File: config.mk
export PLATFORM = sky130hd
export DESIGN_NAME = reservation_station
export DESIGN_NICKNAME = d
export VERILOG_FILES = /design/src/rtl/tomasulo_pkg.sv /design/src/rtl/rs_entry.sv /design/src/rtl/reservation_station.sv
export SDC_FILE = /design/constraint.sdc
export NUM_CORES = 1
export LEC_CHECK = 0
export CORE_MARGIN = 1
export CORE_UTILIZATION = 52
export DETAILED_ROUTE_END_ITERATION = 8
export HOLD_SLACK_MARGIN = 0.02
export PLACE_DENSITY = 0.82
export SYNTH_ARGS = -nofsm -noshare
export SYNTH_HDL_FRONTEND = slang
export SYNTH_SLANG_ARGS = --single-unit
File: constraint.sdc
create_clock -name clk -period 14.1 [get_ports clk]
set_input_delay 2.82 -clock clk [delete_from_list [all_inputs] [get_ports clk]]
set_output_delay 2.82 -clock clk [all_outputs]
set_load 0.01 [all_outputs]
File: src/rtl/tomasulo_pkg.sv
// tomasulo_pkg: widths, the "value valid" tag marker and entry states shared by
// the current-instruction stage, register bank and reservation stations.
package tomasulo_pkg;
    localparam int OP_W  = 6;
    localparam int TAG_W = 5;
    localparam int VAL_W = 32;
    localparam int ICC_W = 4;
    localparam logic [TAG_W-1:0] INVALID_TAG = 5'b11111;
    typedef enum logic [1:0] {FREE, WAIT, READY, EXEC} rs_state_t;
endpackage

File: src/rtl/rs_entry.sv
// rs_entry: one reservation-station slot; captures an issue, forwards/snoops CDB
// values into missing operands and walks FREE -> WAIT -> READY -> EXEC -> FREE.
module rs_entry import tomasulo_pkg::*; #(
    parameter logic [TAG_W-1:0] MY_TAG      = '0,
    parameter logic [TAG_W-1:0] INVALID_TAG = tomasulo_pkg::INVALID_TAG
) (
    input  logic             clk,
    input  logic             rst,
    input  logic             alloc,
    input  logic [OP_W-1:0]  op_in,
    input  logic [VAL_W-1:0] val_1_in,
    input  logic [VAL_W-1:0] val_2_in,
    input  logic [TAG_W-1:0] tag_1_in,
    input  logic [TAG_W-1:0] tag_2_in,
    input  logic [ICC_W-1:0] icc_in,
    input  logic             dispatch,
    input  logic             cdb_valid,
    input  logic [TAG_W-1:0] cdb_tag,
    input  logic [VAL_W-1:0] cdb_val,
    output logic             is_free,
    output logic             is_ready,
    output logic             free_next,
    output logic [OP_W-1:0]  op,
    output logic [VAL_W-1:0] val_1,
    output logic [VAL_W-1:0] val_2,
    output logic [ICC_W-1:0] icc
);
    rs_state_t state, state_nx;
    logic [TAG_W-1:0] tag_1, tag_2, t1_src, t2_src, t1_nx, t2_nx;
    logic [VAL_W-1:0] v1_nx, v2_nx;
    logic hit_1, hit_2, rdy, release_hit;

    // The same match logic serves issue-time forwarding and snooping of held tags.
    always_comb begin
        t1_src = alloc ? tag_1_in : tag_1;
        t2_src = alloc ? tag_2_in : tag_2;
        hit_1 = cdb_valid && t1_src != INVALID_TAG && t1_src == cdb_tag;
        hit_2 = cdb_valid && t2_src != INVALID_TAG && t2_src == cdb_tag;
        v1_nx = hit_1 ? cdb_val : (alloc ? val_1_in : val_1);
        v2_nx = hit_2 ? cdb_val : (alloc ? val_2_in : val_2);
        t1_nx = hit_1 ? INVALID_TAG : t1_src;
        t2_nx = hit_2 ? INVALID_TAG : t2_src;
        rdy = t1_nx == INVALID_TAG && t2_nx == INVALID_TAG;
        release_hit = state == EXEC && cdb_valid && cdb_tag == MY_TAG;
        state_nx = alloc ? (rdy ? READY : WAIT) :
                   (state == WAIT && rdy) ? READY :
                   dispatch ? EXEC :
                   release_hit ? FREE : state;
    end

    assign is_free   = state == FREE;
    assign is_ready  = state == READY;
    assign free_next = state_nx == FREE;

    always_ff @(posedge clk or posedge rst) begin
        if (rst) begin
            state <= FREE;
            tag_1 <= INVALID_TAG;
            tag_2 <= INVALID_TAG;
            val_1 <= '0;
            val_2 <= '0;
            op    <= '0;
            icc   <= '0;
        end else begin
            state <= state_nx;
            tag_1 <= t1_nx;
            tag_2 <= t2_nx;
            val_1 <= v1_nx;
            val_2 <= v2_nx;
            op    <= alloc ? op_in : op;
            icc   <= alloc ? icc_in : icc;
        end
    end
endmodule

File: src/rtl/reservation_station.sv
// reservation_station: entry array with lowest-index allocate/dispatch priority
// encoders and registered issue-ack and functional-unit outputs.
module reservation_station import tomasulo_pkg::*; #(
    parameter int               ENTRIES     = 4,
    parameter logic [TAG_W-1:0] TAG_BASE    = 5'd0,
    parameter logic [TAG_W-1:0] INVALID_TAG = tomasulo_pkg::INVALID_TAG
) (
    input  logic             clk,
    input  logic             rst,
    input  logic             in_issue_enable,
    input  logic [OP_W-1:0]  in_operator_type,
    input  logic [VAL_W-1:0] in_val_1,
    input  logic [VAL_W-1:0] in_val_2,
    input  logic [TAG_W-1:0] in_tag_1,
    input  logic [TAG_W-1:0] in_tag_2,
    input  logic [ICC_W-1:0] in_ICC_flags,
    output logic             out_issue_ack,
    output logic [TAG_W-1:0] out_issue_tag,
    output logic             out_full,
    input  logic             in_CDB_broadcast,
    input  logic [TAG_W-1:0] in_CDB_tag,
    input  logic [VAL_W-1:0] in_CDB_val,
    input  logic             in_fu_ready,
    output logic             out_fu_enable,
    output logic [OP_W-1:0]  out_fu_operator_type,
    output logic [VAL_W-1:0] out_fu_val_1,
    output logic [VAL_W-1:0] out_fu_val_2,
    output logic [ICC_W-1:0] out_fu_ICC_flags,
    output logic [TAG_W-1:0] out_fu_tag
);
    logic [ENTRIES-1:0] is_free, is_ready, free_next, alloc, dispatch;
    logic [OP_W-1:0]  op    [ENTRIES];
    logic [VAL_W-1:0] val_1 [ENTRIES];
    logic [VAL_W-1:0] val_2 [ENTRIES];
    logic [ICC_W-1:0] icc   [ENTRIES];
    logic [TAG_W-1:0] alloc_tag, sel_tag;
    logic [OP_W-1:0]  sel_op;
    logic [VAL_W-1:0] sel_v1, sel_v2;
    logic [ICC_W-1:0] sel_icc;

    // x & -x isolates the lowest set bit; a request seen in its ack cycle is ignored.
    assign alloc    = is_free & -is_free & {ENTRIES{in_issue_enable && !out_issue_ack}};
    assign dispatch = is_ready & -is_ready & {ENTRIES{in_fu_ready}};

    for (genvar e = 0; e < ENTRIES; e++) begin : g_entry
        rs_entry #(.MY_TAG(TAG_BASE + TAG_W'(e)), .INVALID_TAG(INVALID_TAG)) u_entry (
            .clk(clk), .rst(rst), .alloc(alloc[e]),
            .op_in(in_operator_type), .val_1_in(in_val_1), .val_2_in(in_val_2),
            .tag_1_in(in_tag_1), .tag_2_in(in_tag_2), .icc_in(in_ICC_flags),
            .dispatch(dispatch[e]), .cdb_valid(in_CDB_broadcast),
            .cdb_tag(in_CDB_tag), .cdb_val(in_CDB_val),
            .is_free(is_free[e]), .is_ready(is_ready[e]), .free_next(free_next[e]),
            .op(op[e]), .val_1(val_1[e]), .val_2(val_2[e]), .icc(icc[e])
        );
    end

    always_comb begin
        alloc_tag = INVALID_TAG;
        sel_tag = INVALID_TAG;
        sel_op = '0;
        sel_v1 = '0;
        sel_v2 = '0;
        sel_icc = '0;
        for (int i = 0; i < ENTRIES; i++) begin
            alloc_tag = alloc[i] ? TAG_BASE + TAG_W'(i) : alloc_tag;
            if (dispatch[i]) begin
                sel_tag = TAG_BASE + TAG_W'(i);
                sel_op = op[i];
                sel_v1 = val_1[i];
                sel_v2 = val_2[i];
                sel_icc = icc[i];
            end
        end
    end

    always_ff @(posedge clk or posedge rst) begin
        if (rst) begin
            out_issue_ack        <= 1'b0;
            out_issue_tag        <= INVALID_TAG;
            out_full             <= 1'b0;
            out_fu_enable        <= 1'b0;
            out_fu_operator_type <= '0;
            out_fu_val_1         <= '0;
            out_fu_val_2         <= '0;
            out_fu_ICC_flags     <= '0;
            out_fu_tag           <= INVALID_TAG;
        end else begin
            out_issue_ack <= |alloc;
            out_issue_tag <= alloc_tag;
            out_full      <= ~|free_next;
            out_fu_enable <= |dispatch;
            if (|dispatch) begin
                out_fu_operator_type <= sel_op;
                out_fu_val_1         <= sel_v1;
                out_fu_val_2         <= sel_v2;
                out_fu_ICC_flags     <= sel_icc;
                out_fu_tag           <= sel_tag;
            end
        end
    end
endmodule
# == Word-level counts from Yosys, hierarchy flattened ==
# Cells that the tools add are included.
# word_totals
in_bits,126
regBits,431
elab_cells,213
# op_classes
mux,76
n_addsub,2
reduce_logical,55
n_eq_ne,39
n_bitwise,4
# ops
operator,count
$mux W32,24
$mux W5,24
$eq A5 B5 Y1,8
$eq A5 B5 Y1 const B,8
$mux W2,20
$ne A5 B5 Y1 const B,8
$logic_and A1 B1 Y1,33
$mux W6,4
$and A4 B4 Y4,4
$eq A2 B2 Y1 const B,8
$logic_not A2 Y1,8
$mux W4,4
$reduce_bool A2 Y1,8
$reduce_or A4 Y1,3
$eq A5 B2 Y1 const B,2
$eq A2 B1 Y1 const B,4
$neg A4 Y4,2
$eq A5 B1 Y1 const B,1
$logic_not A5 Y1,1
$logic_not A1 Y1,2

# == Longest topological paths before layout ==
# Gate-level depths: netlist of the first run.
# depth
word_depth,17
depth_mapped,13
mapped_depth_nobuf,7

# == Cells and area by module ==
# A second synthesis of the first run with hierarchy kept.
# hier_totals
hier_cells,2423
hier_area_um2,25445.7
# by_module_without_submodules
mod,area_each_um2,instances,cells_each
reservation_station,5667.9,1,725
rs_entry (g_entry[3].u_entry),5520.3,1,530
rs_entry (g_entry[1].u_entry),5517.8,1,530
rs_entry (g_entry[2].u_entry),4370.4,1,319
rs_entry (g_entry[0].u_entry),4369.2,1,319

# == Worst setup path before layout of the first run ==
# No wires, ideal clock.
# synth_path
path_type,input to register
from,input in_issue_enable
to,register g_entry[3].u_entry.val_1[18]
slack_ns,9.076
path_buffers,2
setup_time_ns,0.128
arrival_ns,4.896
path_stages,9
cell_sequence,nor2b_1 buf_2 nand3_1 or4_1 o2111ai_1 o2111ai_1 nor3_4 buf_2 mux2_1
# synth_via
elab_chain_cells,7
elab_cells_between_ends,9
# synth_rtl
item,line_no,rtl
start: declaration,reservation_station.sv:10,"input logic in_issue_enable,"
$logic_and A1 B1 Y1 (*),reservation_station.sv:42,assign alloc = is_free & -is_free & {ENTRIES{in_issue_enable && !out_issue_ack}};
$and A4 B4 Y4 (*),reservation_station.sv:42,
$mux W5,rs_entry.sv:35,t1_src = alloc ? tag_1_in : tag_1;
$ne A5 B5 Y1,rs_entry.sv:37,hit_1 = cdb_valid && t1_src != INVALID_TAG && t1_src == cdb_tag;
$logic_and A1 B1 Y1 (2 in series),rs_entry.sv:37,
$mux W32 / $reduce_bool A2 Y1 (equally long branches),-,
end signal: assignment,rs_entry.sv:68,val_1 <= v1_nx;
end: declaration,rs_entry.sv:24,"output logic [VAL_W-1:0] val_1,"
# Every way passes the cells marked *; elsewhere a longest branch is shown, timed or not.
# A chain may end at the register's enable or synchronous reset.

# == Worst setup path in the final report of the first run ==
# layout_path
from,input in_issue_enable
to,register g_entry[3].u_entry.val_2[20]
# layout_via
elab_chain_cells,7
elab_cells_between_ends,9
# layout_rtl
item,line_no,rtl
$logic_and A1 B1 Y1 (*),reservation_station.sv:42,
$and A4 B4 Y4 (*),reservation_station.sv:42,
$mux W5,rs_entry.sv:36,t2_src = alloc ? tag_2_in : tag_2;
$ne A5 B5 Y1,rs_entry.sv:38,hit_2 = cdb_valid && t2_src != INVALID_TAG && t2_src == cdb_tag;
$logic_and A1 B1 Y1 (2 in series),rs_entry.sv:38,
$mux W32 / $reduce_bool A2 Y1 (equally long branches),-,
end signal: assignment,rs_entry.sv:69,val_2 <= v2_nx;
end: declaration,rs_entry.sv:25,"output logic [VAL_W-1:0] val_2,"
# Marks and branches as above.

==> summary.md, run 1 <==
| Metric | Value |
|---|---|
| Outcome | `finished clean` |
| Synth area leaders | `dfrtp_1 (45%), nand2_1 (12%), dfstp_2 (5.7%), mux2i_1 (3.9%), a31oi_1 (3.8%)` |
| Vias per inst | `6.32` |
| Cell area after synthesis | `between 20000 and 25000 sq um` |
| TNS Setup | `0 ns` |
| Final Slew Violations | `0` |
| # setup viols final | `0` |
| Max Buffers Root-to-Sink | `3` |
| Worst-Margin Slew | `about 1.2 ns` |
| PwrDens | `212 nW/um^2` |
| Mapped Cells | `around 2400` |
| # hold bufs at CTS | `0` |
| Total Power | `5250 uW` |
| Placed cell area | `roughly 23000 sq um` |
| DRC | `0` |
| Syn Area/Cell | `8.93 sq um` |
| Vias in the first global route | `19466` |
| RSZ-0062 raised after global routing | `no` |
| CP max-delay cell | `buf_4` |
| Hold violation total from the final report | `0` |
| Cell area after layout | `roughly 25000 sq um` |
| CP Data Required Time | `between 10 and 15 ns` |
| Synthesized flop and latch total | `roughly 430` |
| P&R area growth vs syn | `17.3%` |
| Initial antenna violation count | `4` |
| CTS H-tree depth | `2` |
| Kind of critical path | `in2reg` |
| First-pass DRT Iterations | `6` |
| CTS buffer count | `45` |
| Clk Latency, worst-skew pair | `roughly 0.56 ns` |
| Post-synth EDFFs | `0` |
| Cell Chain, Critical Path | `clkdlybuf4s50_1 -> nor2b_1 -> nand3_1 -> nor2_4 -> buf_4 -> o2111ai_1 -> o2111a_1 -> nand2_2 -> a31oi_1` |
| Post-CTS setup buffer count | `0` |
| WP buf/inv | `2` |
| Synth async-reset ratio | `100%` |
| Vias | `around 19000` |
| Antenna-violating nets left | `0` |
| Worst-path clk slew | `~0.060 ns` |
| Leakage power | `~0.011 uW` |
| I/O Buffers | `approximately 210` |
| Layout fillers | `3150` |
| Synth Warn # | `0` |
| Root Buffer | `clkbuf_16` |
| Setup crit end kind | `register` |
| Die ar. | `41400 sq um` |
| Commonest non-fill, non-tap cell in the layout | `nand2_1` |
| Core box area | `between 30000 and 40000 sq um` |
| Die W | `approximately 200 um` |
| CP max stage delay | `0.74 ns` |
| Register area share after synthesis | `about half` |
| Syn nets | `~2500` |
| Max cap viols | `0` |
| Core Util, Final | `about three fifths` |
| Delay-heaviest family, CP | `simple AND/OR/NAND/NOR gates` |
| Grt ovf | `0` |
| FMAX | `~150 MHz` |
| Worst Setup Start Kind | `input pin` |
| Path type of the worst min-delay path | `reg2reg` |
| Clock period minus worst slack | `approximately 6.8 ns` |
| Skew final | `approximately 0.013 ns` |
| Largest net degree at the start of global routing | `194` |
| Post-synth top area share | `between 40% and 50%` |
| Synth area leader | `dfrtp_1` |
| Unique masters post-synth | `slightly above 60` |
| Fraction of layout cells with a size suffix above 1 | `9.00%` |
| Site Rows | `73` |
| Post-CTS Resized | `0` |
| Routed wire length | `roughly 64000 um` |
| 1st-iter DRT viols | `roughly 2200` |
| Peak VDD IR | `roughly 0.12 mV` |
| Overall global routing resource usage | `a little under a third` |
| I/O Pins | `about 210` |
| CTS tree | `built` |
| Crit path arrival time | `7.22 ns` |
| Placed wire-length estimate | `37500 um` |
| Die H | `between 200 and 250 um` |
| Final #Nets | `2547` |
| WL/cell | `21.5 um` |
| Fin crit share | `approximately half` |
| Ys flop type | `dfrtp_1` |
| Relative slew margins | `a little over a fifth` |
| Crit Path Max Fanout | `between 60 and 70` |
| First-pass GRT wire length | `roughly 100000 um` |
| Commonest non-fill, non-tap cells in the layout | `nand2_1 (674), dfrtp_1 (381), clkdlybuf4s50_1 (212)` |
| Starting density of the core | `between 50% and 60%` |
| Clock sinks | `427` |
| GPL Wtd Cong | `roughly 0.89` |
[path summary, 6_finish.rpt]
path	startpoint	to	slack [ns]	depth (start not counted)
max in group asynchronous	rst	g_entry[3].u_entry.icc[3]$_DFFE_PP0P_	9.31	4
min in group asynchronous	rst	out_fu_val_1[20]$_DFFE_PP0P_	2.57	2
min	g_entry[3].u_entry.op[0]$_DFFE_PP0P_	g_entry[3].u_entry.op[0]$_DFFE_PP0P_	0.47	2
max reg2reg	out_issue_ack$_DFF_PP0_	g_entry[3].u_entry.val_2[20]$_DFFE_PP0P_	9.65	8
min reg2reg	g_entry[3].u_entry.op[0]$_DFFE_PP0P_	g_entry[3].u_entry.op[0]$_DFFE_PP0P_	0.47	2
max	in_issue_enable	g_entry[3].u_entry.val_2[20]$_DFFE_PP0P_	7.26	9
[worst register-to-register path, delay by kind of cell (launching register included)]
family	cells	cell delay (ns)
AOI/OAI and AO/OA	3	0.89
buffers and inverters	1	0.75
DFF	1	0.42
and+or+nand+nor	4	2.23
[sequential cells by signal, summed over array words and instances (netlist names)]
signal,flops
g_entry.u_entry.state,8
out_full,1
out_issue_ack,1
g_entry.u_entry.tag_1,20
g_entry.u_entry.icc,16
g_entry.u_entry.val_1,128
g_entry.u_entry.tag_2,20
g_entry.u_entry.val_2,128
out_issue_tag,3
out_fu_val_1,32
out_fu_ICC_flags,4
g_entry.u_entry.op,24
out_fu_enable,1
out_fu_tag,3
out_fu_operator_type,6
out_fu_val_2,32
[metrics by stage]
stage | setup WS, ns | std cells | hold slack [ns]
2_1_floorplan | 5.55 | 2362 | 0.446
3_3_place_gp | 6.96 | 2899 | 0.457
3_5_place_dp | 6.83 | 2899 | 0.462
4_1_cts | 7.35 | 2980 | 0.477
5_1_grt | 7.04 | 2982 | 0.493
6_report | 7.26 | 2983 | 0.473
[kinds of logic (layout without fill, tap and decap cells)]
logic type / after synthesis / count (layout) / share of synthesized area [%]
and+or+nand+nor: 1001 / 1001 / 19.3
AOI/OAI and AO/OA: 505 / 505 / 15.3
DFF: 427 / 427 / 50.9
buffers and inverters: 241 / 334 / 4.75
muxes: 163 / 163 / 8.67
xor gates and xnor gates: 25 / 25 / 1.04
other: 0 / 3 / 0
[cell type report]
class | instances | area [sq um] | area share (%)
inverters | 13 | 52.6 | 0.212
multi-input cells | 1694 | 9450 | 38.2
clock buffers | 65 | 1280 | 5.18
clock inverters | 16 | 201 | 0.814
flip-flops and latches | 427 | 10700 | 43.4
repair buffers | 240 | 2340 | 9.48
well taps | 525 | 657 | 2.66
diodes | 3 | 7.51 | 0.0303
[cell usage after synthesis, types with 23 or more instances]
cell / n
dfrtp_1: 381
nand2_1: 679
o21ai_0: 95
mux2_1: 25
buf_1: 23
o22ai_1: 77
a31oi_1: 129
a221oi_1: 75
mux2i_1: 83
nor3_1: 40
a21oi_1: 76
nor2_1: 184
mux2_2: 37
clkbuf_1: 176
dfstp_2: 46
[power breakdown]
part	switching, uW	leakage, uW	internal, uW
combinational	942	0.00492	841
sequential	386	0.00512	1880
clock	493	0.000723	706
total	1820	0.0108	3420
[metal layers]
layer	global-route usage (%)	part of all wire (%)
met5	0	0.020
met1	40.4	38
met3	6.02	10
met4	13.7	3.4
met2	51.7	48
No activity file was read; power rests on OpenSTA's default activity.
==> run 2: changes to the inputs <==
==> constraint.sdc (replaced) <==
create_clock -name clk -period 5.6 [get_ports clk]
set_input_delay 1.12 -clock clk [delete_from_list [all_inputs] [get_ports clk]]
set_output_delay 1.12 -clock clk [all_outputs]
set_load 0.01 [all_outputs]
==> run 2 against run 1 <==
- sequential power increased to 2.5 times the previous value
- design area increased by 0.45%
- worst setup slack got worse by 6.1 ns
- largest power group unchanged
==> summary.md, run 2 (synthesis results as in run 1) <==
| Metric | Value |
|---|---|
| Placed wire-length estimate | `around 39000 um` |
| Outcome | `finished clean` |
| Hold Path Sink | `g_entry[2].u_entry.icc[2]$_DFFE_PP0P_` |
| Final #Nets | `~2600` |
| GPL Wtd Cong | `between 0.9 and 1` |
| Vias in the first global route | `19119` |
| Vias per inst | `between 6 and 7` |
| Site Rows | `73` |
| Post-CTS Resized | `0` |
| Antenna-violating nets left | `0` |
| Grt ovf | `0` |
| Worst-path clk slew | `0.06 ns` |
| Cell Chain, Critical Path | `clkdlybuf4s50_1 -> nor2b_1 -> nand3_1 -> nor2_4 -> o2111ai_1 -> o2111a_1 -> nand2_2 -> a31oi_1` |
| First-pass DRT Iterations | `6` |
| Vias | `19038` |
| Hold_sp | `g_entry[2].u_entry.icc[2]$_DFFE_PP0P_` |
| Switching share of power | `35.0%` |
| FF-to-FF End | `g_entry[3].u_entry.val_2[27]$_DFFE_PP0P_` |
| FMAX | `224 MHz` |
| DRC | `0` |
| Overall global routing resource usage | `between 30% and 40%` |
| Fin crit share | `between 70% and 80%` |
| Core box area | `between 30000 and 40000 sq um` |
| Psw | `approximately 4600 uW` |
| CTS tree | `built` |
| Flop-to-flop setup slack | `1.78 ns` |
| Combinational share of power | `about a third` |
| Clk network pwr share | `roughly 22%` |
| R2R depth | `7` |
| I/O Pins | `approximately 210` |
| CTS H-tree depth | `2` |
| Path type of the worst min-delay path | `reg2reg` |
| Number of cells on the worst hold path | `2` |
| Peak VDD IR | `0.273 mV` |
| Die ar. | `a little over 40000 sq um` |
| CP max stage delay | `0.67 ns` |
| CTS buffer count | `45` |
| Clock period minus worst slack | `4.46 ns` |
| Setup crit end kind | `register` |
| First-pass GRT wire length | `104000 um` |
| Largest regs | `g_entry.u_entry.val_1 (128), g_entry.u_entry.val_2 (128)` |
| Clk Latency, worst-skew pair | `~0.57 ns` |
| 1st-iter DRT viols | `between 2000 and 2500` |
| Sequential cell fraction of total power | `43.2%` |
| Leakage power | `approximately 0.011 uW` |
| Placed cell count | `a little under 3000` |
| Starting density of the core | `a little over half` |
| # setup viols final | `0` |
| Fraction of layout cells with a size suffix above 1 | `a little over 9%` |
| WL/cell | `about 22 um` |
| Largest net degree at the start of global routing | `146` |
| Finished Layout Cells | `~3000` |
| Routed wire length | `approximately 66000 um` |
| Max Buffers Root-to-Sink | `3` |
| P_int | `around 8600 uW` |
| Crit Path Max Fanout | `35` |
| Worst Setup Start Kind | `input pin` |
| Pre-CTS setup slack | `just over 0.7 ns` |
| RSZ-0062 raised after global routing | `no` |
| CP Data Required Time | `around 6.0 ns` |
| PwrDens | `about 530 nW/um^2` |
| Crit path from | `in_issue_enable` |
| Relative slew margins | `between 10% and 20%` |
| Clock sinks | `around 430` |
| Die H | `203 um` |
| Post-CTS setup buffer count | `0` |
| Final Slew Violations | `0` |
| Commonest non-fill, non-tap cells in the layout | `nand2_1 (674), dfrtp_1 (381), clkdlybuf4s50_1 (212)` |
| Max cap viols | `0` |
| Commonest non-fill, non-tap cell in the layout | `nand2_1` |
| Worst-Margin Slew | `1.22 ns` |
| Crit path arrival time | `4.84 ns` |
| Initial antenna violation count | `3` |
| Root Buffer | `clkbuf_16` |
| Skew final | `between 0.01 and 0.015 ns` |
| P&R area growth vs syn | `17.8%` |
| I/O Buffers | `212` |
| Worst Slack Setup Final | `between 1 and 1.5 ns` |
| Kind of critical path | `in2reg` |
| Worst r2r src | `out_issue_ack$_DFF_PP0_` |
| Die W | `203 um` |
| CP max-delay cell | `nand2_2` |
| # hold bufs at CTS | `0` |
| Hold violation total from the final report | `0` |
run 2: cell types whose count changed in the layout (fill, tap and decap cells not counted), sizes merged:
| cell | delta |
|---|---|
| inv | -2 |
| bufinv | -3 |
| clkinvlp | -2 |
| clkbuf | +10 |
| buf | +7 |
| clkinv | -1 |
run 2: how the worst max path moves through the flow:
| stage | end | depth (start not counted) | slack, ns |
|---|---|---|---|
| 2_1_floorplan | g_entry[0].u_entry.icc[0]$_DFFE_PP0P_ | 1 | -1.25 |
| 3_3_place_gp | g_entry[3].u_entry.val_1[11]$_DFFE_PP0P_ | 9 | 0.92 |
| 3_5_place_dp | g_entry[3].u_entry.val_2[27]$_DFFE_PP0P_ | 8 | 0.72 |
| 4_1_cts | g_entry[3].u_entry.val_2[27]$_DFFE_PP0P_ | 8 | 1.23 |
| 5_1_grt | g_entry[3].u_entry.val_2[27]$_DFFE_PP0P_ | 8 | 0.98 |
| 6_report | g_entry[3].u_entry.val_2[27]$_DFFE_PP0P_ | 8 | 1.14 |
run 2: final cells by class:
class,instances,area (sq um)
Fill cell,3153,15100
Tap cell,525,657
Clock inverter,8,68.8
Clock buffer,75,1370
Multi-Input combinational cell,1694,9450
Timing Repair Buffer,247,2500
Antenna cell,3,7.51
Inverter,13,52.6
Sequential cell,427,10700
run 2: critical path, delay by kind of cell:
kind	cells	cell delay (ns)
compound gates	3	0.80
buf+inv	1	0.50
simple gates	4	2.40
run 2: layer usage:
| layer | vias to the layer above | global-route usage, % | share of wire [%] |
|---|---|---|---|
| met5 | - | 0 | 0 |
| met4 | 0 | 15.1 | 3.8 |
| met3 | 202 | 5.82 | 10 |
| met2 | 1238 | 51.0 | 47 |
| met1 | 9281 | 41.4 | 39 |
| li1 | 8317 | - | - |
run 2: power groups by stage:
| stage | clock (uW) | sequential (uW) | combinational (uW) |
|---|---|---|---|
| detailed placement | 0 | 5700 | 4470 |
| global route | 3090 | 5860 | 4990 |
| floorplan | 0 | 5550 | 2880 |
| CTS | 2970 | 5670 | 4510 |
| finish | 2960 | 5710 | 4540 |
| global placement | 0 | 5610 | 4270 |
run 2: per-stage QoR:
| step | utilization (%) | hold WS (ns) | area (sq um) | total power [uW] | setup TNS [ns] |
|---|---|---|---|---|---|
| 6_report | 62.3 | 0.479 | 24900 | 13200 | 0 |
| 5_1_grt | 62.3 | 0.492 | 24800 | 13900 | 0 |
| 4_1_cts | 62.2 | 0.478 | 24800 | 13200 | 0 |
| 3_5_place_dp | 58.6 | 0.463 | 23400 | 10200 | 0 |
| 3_3_place_gp | 58.6 | 0.457 | 23400 | 9880 | 0 |
| 2_1_floorplan | - | 0.446 | 21100 | 8430 | -474.67 |
